`src/rtl/serial_receiver_if.sv`:
```
// Chunk-in / word-out handshake bundle for serial_receiver.
// slave: the receiver side; master: the chunk source and word consumer.
interface serial_receiver_if #(
   parameter int unsigned LENGTH = 4
);
   logic [LENGTH-1:0] din;
   logic              din_valid;
   logic              rx_start;
   logic              rx_ack;
   logic [31:0]       dout;
   logic              rx_done;
   logic              rx_busy;
   logic              rx_err;

   modport slave (
      input  din, din_valid, rx_start, rx_ack,
      output dout, rx_done, rx_busy, rx_err
   );

   modport master (
      output din, din_valid, rx_start, rx_ack,
      input  dout, rx_done, rx_busy, rx_err
   );
endinterface

```
`src/rtl/serial_receiver.sv`:
```
// serial_receiver: reassembles one 32-bit word from LENGTH-bit chunks
// (MSB chunk first) and holds it for the consumer until acknowledged.
// Optional macro RX_TIMEOUT_EN: abandon a word after TIMEOUT idle cycles in RECV.
module serial_receiver #(
   parameter int unsigned LENGTH  = 4,
   parameter int unsigned TIMEOUT = 64
) (
   input logic               clk,
   input logic               reset,
   serial_receiver_if.slave  bus
);
   localparam int unsigned CHUNKS = (LENGTH == 0) ? 1 : 32 / LENGTH;
   localparam logic [5:0]  LAST   = 6'(CHUNKS - 1);

   // Elaboration-time parameter legality
   if (LENGTH != 1 && LENGTH != 2 && LENGTH != 4 &&
       LENGTH != 8 && LENGTH != 16 && LENGTH != 32) begin : g_bad_length
      $error("serial_receiver: LENGTH must divide 32");
   end
   if (TIMEOUT == 0) begin : g_bad_timeout
      $error("serial_receiver: TIMEOUT must be non-zero");
   end

   typedef enum logic [1:0] {IDLE, RECV, HOLD} state_t;

   state_t      state;
   logic [31:0] sreg;
   logic [5:0]  count;
   logic [31:0] shifted_c;

`ifdef RX_TIMEOUT_EN
   localparam int unsigned IW = $clog2(TIMEOUT + 1);
   logic [IW-1:0] idle_cnt;
`endif

   // Shift register with the incoming chunk appended at the LSB end
   always_comb begin
      shifted_c = (sreg << LENGTH) | 32'(bus.din);
   end

   // Receive FSM with registered outputs
   always_ff @(posedge clk or posedge reset) begin
      if (reset) begin
         state       <= IDLE;
         sreg        <= '0;
         count       <= '0;
         bus.dout    <= '0;
         bus.rx_done <= 1'b0;
         bus.rx_busy <= 1'b0;
         bus.rx_err  <= 1'b0;
`ifdef RX_TIMEOUT_EN
         idle_cnt    <= '0;
`endif
      end else begin
         case (state)
            IDLE: begin
               if (bus.rx_start) begin
                  state       <= RECV;
                  sreg        <= '0;
                  count       <= '0;
                  bus.rx_busy <= 1'b1;
                  bus.rx_err  <= 1'b0;
`ifdef RX_TIMEOUT_EN
                  idle_cnt    <= '0;
`endif
               end
            end
            RECV: begin
               if (bus.rx_start) begin
                  // restart wins over a simultaneous chunk
                  sreg       <= '0;
                  count      <= '0;
                  bus.rx_err <= 1'b0;
`ifdef RX_TIMEOUT_EN
                  idle_cnt   <= '0;
`endif
               end else if (bus.din_valid) begin
                  sreg  <= shifted_c;
                  count <= count + 6'd1;
`ifdef RX_TIMEOUT_EN
                  idle_cnt <= '0;
`endif
                  if (count == LAST) begin
                     state       <= HOLD;
                     bus.dout    <= shifted_c;
                     bus.rx_done <= 1'b1;
                     bus.rx_busy <= 1'b0;
                  end
               end
`ifdef RX_TIMEOUT_EN
               else if (idle_cnt == IW'(TIMEOUT - 1)) begin
                  // source went silent: drop the partial word
                  state       <= IDLE;
                  sreg        <= '0;
                  count       <= '0;
                  idle_cnt    <= '0;
                  bus.rx_busy <= 1'b0;
                  bus.rx_err  <= 1'b1;
               end else begin
                  idle_cnt <= idle_cnt + IW'(1);
               end
`endif
            end
            HOLD: begin
               if (bus.din_valid) begin
                  bus.rx_err <= 1'b1;
               end
               if (bus.rx_ack) begin
                  bus.rx_done <= 1'b0;
                  if (bus.rx_start) begin
                     state       <= RECV;
                     sreg        <= '0;
                     count       <= '0;
                     bus.rx_busy <= 1'b1;
                     bus.rx_err  <= 1'b0;
`ifdef RX_TIMEOUT_EN
                     idle_cnt    <= '0;
`endif
                  end else begin
                     state <= IDLE;
                  end
               end
            end
            default: state <= IDLE;
         endcase
      end
   end
endmodule

```
`src/flat_wrapper.sv`:
```
// flat-port wrapper written by rule: the top's interface ports become plain ports
module serial_receiver_flat 
#(
   parameter int unsigned LENGTH  = 4,
   parameter int unsigned TIMEOUT = 64
)
  (clk, reset, bus_din, bus_din_valid, bus_rx_start, bus_rx_ack, bus_dout, bus_rx_done, bus_rx_busy, bus_rx_err);
  serial_receiver_if #(.LENGTH(LENGTH)) bus_i ();
  input logic clk;
  input logic reset;
  input wire logic [$bits(bus_i.din)-1:0] bus_din;
  input wire logic [$bits(bus_i.din_valid)-1:0] bus_din_valid;
  input wire logic [$bits(bus_i.rx_start)-1:0] bus_rx_start;
  input wire logic [$bits(bus_i.rx_ack)-1:0] bus_rx_ack;
  output wire logic [$bits(bus_i.dout)-1:0] bus_dout;
  output wire logic [$bits(bus_i.rx_done)-1:0] bus_rx_done;
  output wire logic [$bits(bus_i.rx_busy)-1:0] bus_rx_busy;
  output wire logic [$bits(bus_i.rx_err)-1:0] bus_rx_err;
  assign bus_i.din = bus_din;
  assign bus_i.din_valid = bus_din_valid;
  assign bus_i.rx_start = bus_rx_start;
  assign bus_i.rx_ack = bus_rx_ack;
  assign bus_dout = bus_i.dout;
  assign bus_rx_done = bus_i.rx_done;
  assign bus_rx_busy = bus_i.rx_busy;
  assign bus_rx_err = bus_i.rx_err;
  serial_receiver #(.LENGTH(LENGTH), .TIMEOUT(TIMEOUT)) u_core (.clk(clk), .reset(reset), .bus(bus_i));
endmodule
```
`config.mk`:
```
export PLATFORM = sky130hd
export DESIGN_NAME = serial_receiver_flat
export DESIGN_NICKNAME = d
export VERILOG_FILES = /design/src/rtl/serial_receiver_if.sv /design/src/rtl/serial_receiver.sv /design/src/flat_wrapper.sv
export SDC_FILE = /design/constraint.sdc
export NUM_CORES = 1
export LEC_CHECK = 0
export BUFFER_PORTS_ARGS = -buffer_cell sky130_fd_sc_hd__buf_4
export CORE_MARGIN = 2
export CORE_UTILIZATION = 35
export DETAILED_ROUTE_END_ITERATION = 8
export RECOVER_POWER = 25
export REMOVE_ABC_BUFFERS = 1
export SYNTH_ARGS = -nofsm -noshare
export SYNTH_HDL_FRONTEND = slang
export SYNTH_SLANG_ARGS = --single-unit
```
`constraint.sdc`:
```
create_clock -name clk -period 2.9 [get_ports clk]
set_input_delay 0.29 -clock clk [delete_from_list [all_inputs] [get_ports clk]]
set_output_delay 0.29 -clock clk [all_outputs]
set_load 0.02 [all_outputs]
```
; After elaboration in Yosys (flattened, before gate mapping)
; Cells that the tools add are included.
[word_totals]
register_bits = 75
word_cells = 64
in_bits = 9
[op_classes]
mux = 33
bitwise = 2
addsub = 1
n_eq_ne = 10
reduce_logical = 11
[op_table]
columns = cell, count
row1 = 32-bit 2-to-1 mux, 4
row2 = 32-bit one-hot mux with 3 select lines, 1
row3 = 32-bit by 4-bit bitwise OR with 32-bit output, 1
row4 = 6-bit 2-to-1 mux, 4
row5 = 6-bit one-hot mux with 3 select lines, 1
row6 = 5-bit AND reduction, 3
row7 = 1-bit 2-to-1 mux, 14
row8 = 2-bit 2-to-1 mux, 5
row9 = 2-bit != test (second input constant), 4
row10 = 6-bit by 1-bit adder with 6-bit output (second input constant), 1
row11 = 6-bit by 3-bit equality test with 1-bit output (second input constant), 1
row12 = 2-bit one-hot mux with 3 select lines, 1
row13 = 2-bit by 1-bit != test with 1-bit output (second input constant), 2
row14 = 1-bit one-hot mux with 2 select lines, 2
row15 = 4-bit AND reduction, 1
row16 = 2-bit nonzero test, 2
row17 = 3-bit != test (second input constant), 1
row18 = 1-bit one-hot mux with 3 select lines, 1
row19 = 3-bit AND reduction, 1
row20 = 3-bit nonzero test, 1
row21 = 2-bit by 1-bit equality test with 1-bit output (second input constant), 1
row22 = 2-bit equality test (second input constant), 1
row23 = 2-bit logical NOT, 1
row24 = 2-bit AND reduction, 1
row25 = other kinds (2), 2

; Longest topological paths before layout
[depth]
depth_word = 5
depth_mapped = 6
depth_no_buf = 4

; Least setup slack after synthesis
; OpenSTA, ideal clock, no wires.
[synth_timing]
path_type = register -> register
start = register u_core.count[0]
end = register u_core.bus.dout[0]
setup_ns = 0.125
period_less_slack_ns = 1.567
path_stages_with_launch = 7
arrival_time_ns = 1.442
slack_ns = 1.333
n_path_buf = 2
path_cell_list = dfrtp_1 -> ha_1 -> nand2_1 -> and3b_1 -> buf_6 -> buf_6 -> mux2_4
[synth_between]
elab_chain_cells = 2
[synth_lines]
columns = item, line
row1 = start: declaration, serial_receiver.sv:28  ; logic [5:0] count;
row2 = start signal: assignment, serial_receiver.sv:79  ; count <= count + 6'd1;
row3 = 6-bit by 3-bit equality test with 1-bit output, serial_receiver.sv:83  ; if (count == LAST) begin
row4 = 4-bit AND reduction (no source line), --
row5 = end signal: assignment, serial_receiver.sv:85  ; bus.dout <= shifted_c;
row6 = end: declaration, serial_receiver_if.sv:17  ; output dout, rx_done, rx_busy, rx_err
; Every way passes these cells.
; A chain may end at the register's enable or synchronous reset.

; Worst setup path after layout
[layout_timing]
start = register u_core.state[1]
end = register u_core.bus.dout[9]
[layout_between]
elab_chain_cells = 2
[layout_lines]
columns = item, line
row1 = start: declaration, serial_receiver.sv:26  ; state_t state;
row2 = start signal: assignment, serial_receiver.sv:44  ; state <= IDLE;
row3 = start signal: assignment, serial_receiver.sv:58  ; state <= RECV;
row4 = start signal: assignment, serial_receiver.sv:84  ; state <= HOLD;
row5 = 2-bit by 1-bit equality test with 1-bit output, serial_receiver.sv:55  ; case (state)
row6 = 4-bit AND reduction (no source line), --
; Every way passes these cells.

==> flow_summary.yaml <==
yosys:
  ys_warn_count: 0
  syn_area_sq_um: 2880
  synth.area.top_cells: "dfrtp_1 62%, mux2_4 14%, a32o_1 9.7%"
  syn_avg_cell_area_sq_um: 15.2
  synth_cell_types: 30
  synth_ff_type: "dfrtp_1"
  ys_ff_latch: 71
  synth_most_common_cell: "dfrtp_1"
  yosys.area.top_type: "dfrtp_1"
  synthCells: 189
  async_flop_share_pct: 100
  synth_top_cell_area_share_pct: 61.7
  synth_edf_count: 0
  yosysSeqAreaShare_pct: 61.7
  synthTopCellsByCount: "71 x dfrtp_1, 28 x a32o_1, 27 x mux2_4"
critical_path:
  crit_arrival_ps: 2200
  critPathRequiredTime_ps: 3130
  crit_buf_inv: 1
  slowest_stage: "and3b_2"
  critical_path_class: "reg -> reg"
  crit_fanout: 21
  crit_family: "simple AND/OR/NAND/NOR gates"
  start_kind: "register"
  crit_path_end_kind: "register"
  max_stage_delay_ps: 500
  path_cells: "and4bb_1, and3b_2, buf_12, mux2_1"
clocking:
  cts_root_buf: "clkbuf_8"
  insertion_delay_ps: 350
  ctsHoldBuffers: 0
  htreeDepth: 3
  post-cts-setup-buffer-count: 0
  numCtsBuffers: 9
  clock_path_buffers: 2
  clk_pin_slew_ps: 70
  cts.sinks: 71
  tritoncts: "yes"
  cts_resized: 0
final_layout:
  n_antenna_cell: 0
  stdcell_count: 344
  fin_nets: 244
  stdcell_area_sq_um: 3530
  drive_above_1_share_pct: 39.3
  syn_to_final_growth_pct: 22.5
sta:
  fmax_mhz: 507
  slew_headroom_pct: -14.4
  setup_tns_ps: 0
  clock_skew_ps: 8.56
  min_period_over_period_pct: 68.1
  post-route-min-period_ps: 1970
  maxSlewViolCount: 72
  setup_violations: 0
  worst_pin_slew_ps: 1720
  rsz0062_at_grt: "false"
  hold_viol: 0
  worst_slack_ps: 926
pwr:
  ir_worst_vdd_uv: 406
  p_leak_nw: 1.72
  p_per_area_nw_per_um2: 557
floorplanning:
  pin_count: 44
  fp.dieW_microns: 94.7
  dieArea_sq_um: 8970
  rows: 33
  start_util_pct: 35.6
  core_area_sq_um: 8090
  die_h_microns: 94.7
placed_design:
  place_congestion: 0.785
  pre_cts_slack_ps: 908
  dpl-instance-area_sq_um: 3300
  hpwlAfterDp_microns: 3200
  placed_cells: 328
  numPortBuffers: 43
grt:
  grt.overflow.total: 0
  antenna_found_initial: 0
  grt_usage_pct: 12.8
  grt_max_degree: 72
  grt_pass1_wl_microns: 8680
  grt_pass1_vias: 1678
min_path:
  hold_class: "in -> reg"
routing:
  drt_wl_total_microns: 5300
  vias: 1750
  drc: 0
  dr.pass1.iters: 4
  ant_nets: 0
  wl_per_cell_microns: 15.4
  dr.first_iter.drc_count: 135
  viasPerCell: 5.09
job:
  drv_cap: 1
outcome:
  failed_checks: "max-capacitance violations, max-slew violations"
  outcome: "complete, but fails checks"
==> stage by stage <==
stage                     total power [mW]  util, %  hold WS, ps
after floorplan                       1.07        -          423
after global placement                1.10     40.8          474
after detailed placement              1.10     40.8          473
after CTS                             2.00     43.6          157
after global routing                  2.05     43.6          158
final                                 1.96     43.6          173
==> per-layer routing <==
metal	GRT usage (%)	routed length (microns)	vias up	part of all wire, %
li1	-	-	815	-
met1	17.7	2540	882	48
met2	18.6	2430	47	46
met3	3.75	260	6	4.9
met4	5.80	68	0	1.3
met5	0	0	-	0
==> area by class of cell <==
cell class,count,area (sq um)
Clock buffer,9,124
Clock inverter,7,104
Fill cell,783,4560
Inverter,5,18.8
Multi-Input combinational cell,99,1000
Sequential cell,71,1780
Tap cell,105,131
Timing Repair Buffer,48,370
==> worst reg2reg max path, cell delays in order, from the launching register on <==
cell and delay (ps):
dfrtp_1 440, and4bb_1 320, and3b_2 500, buf_12 260, mux2_1 340
==> flip-flops by register name (all words and copies together), names as in the netlist <==
name                count
u_core.bus.dout        32
u_core.bus.rx_err       1
u_core.state            2
u_core.count            6
u_core.sreg            28
u_core.bus.rx_done      1
u_core.bus.rx_busy      1
==> layout by cell type, fill, tap and decap left out, drive strengths merged <==
master,synthesis,final
a21o,3,3
a21oi,5,5
a31o,2,2
a32o,28,28
and3b,1,1
and4b,1,1
and4bb,1,1
buf,7,46
bufinv,0,2
clkbuf,7,11
clkinv,0,3
dfrtp,71,71
ha,1,1
inv,5,7
mux2,32,32
nand2,2,2
nand3,1,1
nand3b,1,1
nand4,2,2
nand4b,2,2
nor2,2,2
nor2b,3,3
nor3,2,2
o211ai,1,1
o21a,1,1
o21ai,4,4
or3,3,3
xor2,1,1
==> cells by family after synthesis <==
logic type | Yosys count | synth area share (%)
AND/OR/NAND/NOR | 21 | 4.73
multiplexers | 32 | 16.0
AO/OA/AOI/OAI | 44 | 13.2
flip-flops | 71 | 61.7
buffers and inverters | 19 | 3.65
adder cells (fa/ha/maj) | 1 | 0.434
XOR/XNOR | 1 | 0.304
==> power by group <==
part	total, mW	switching (mW)	internal (mW)
clock	0.884	0.390	0.494
combinational	0.0728	0.0511	0.0218
sequential	1.01	0.00897	0.999
total	1.96	0.450	1.51
==> worst paths after layout <==
kind | depth (start not counted) | slack (ps) | endpoint | startpoint
setup / recovery | 4 | 930 | u_core.bus.dout[9]$_DFFE_PP0P_ | u_core.state[1]$_DFFE_PP0P_
hold / removal | 2 | 170 | u_core.sreg[2]$_DFFE_PP0P_ | bus_din[2]
setup reg to reg | 4 | 930 | u_core.bus.dout[9]$_DFFE_PP0P_ | u_core.state[1]$_DFFE_PP0P_
hold reg to reg | 1 | 490 | u_core.bus.rx_done$_DFFE_PP0P_ | u_core.bus.rx_done$_DFFE_PP0P_
max in group asynchronous | 3 | 1330 | u_core.sreg[2]$_DFFE_PP0P_ | reset
min in group asynchronous | 3 | 530 | u_core.count[5]$_DFFE_PP0P_ | reset
Note: power is estimated with default switching activity, not from simulation.
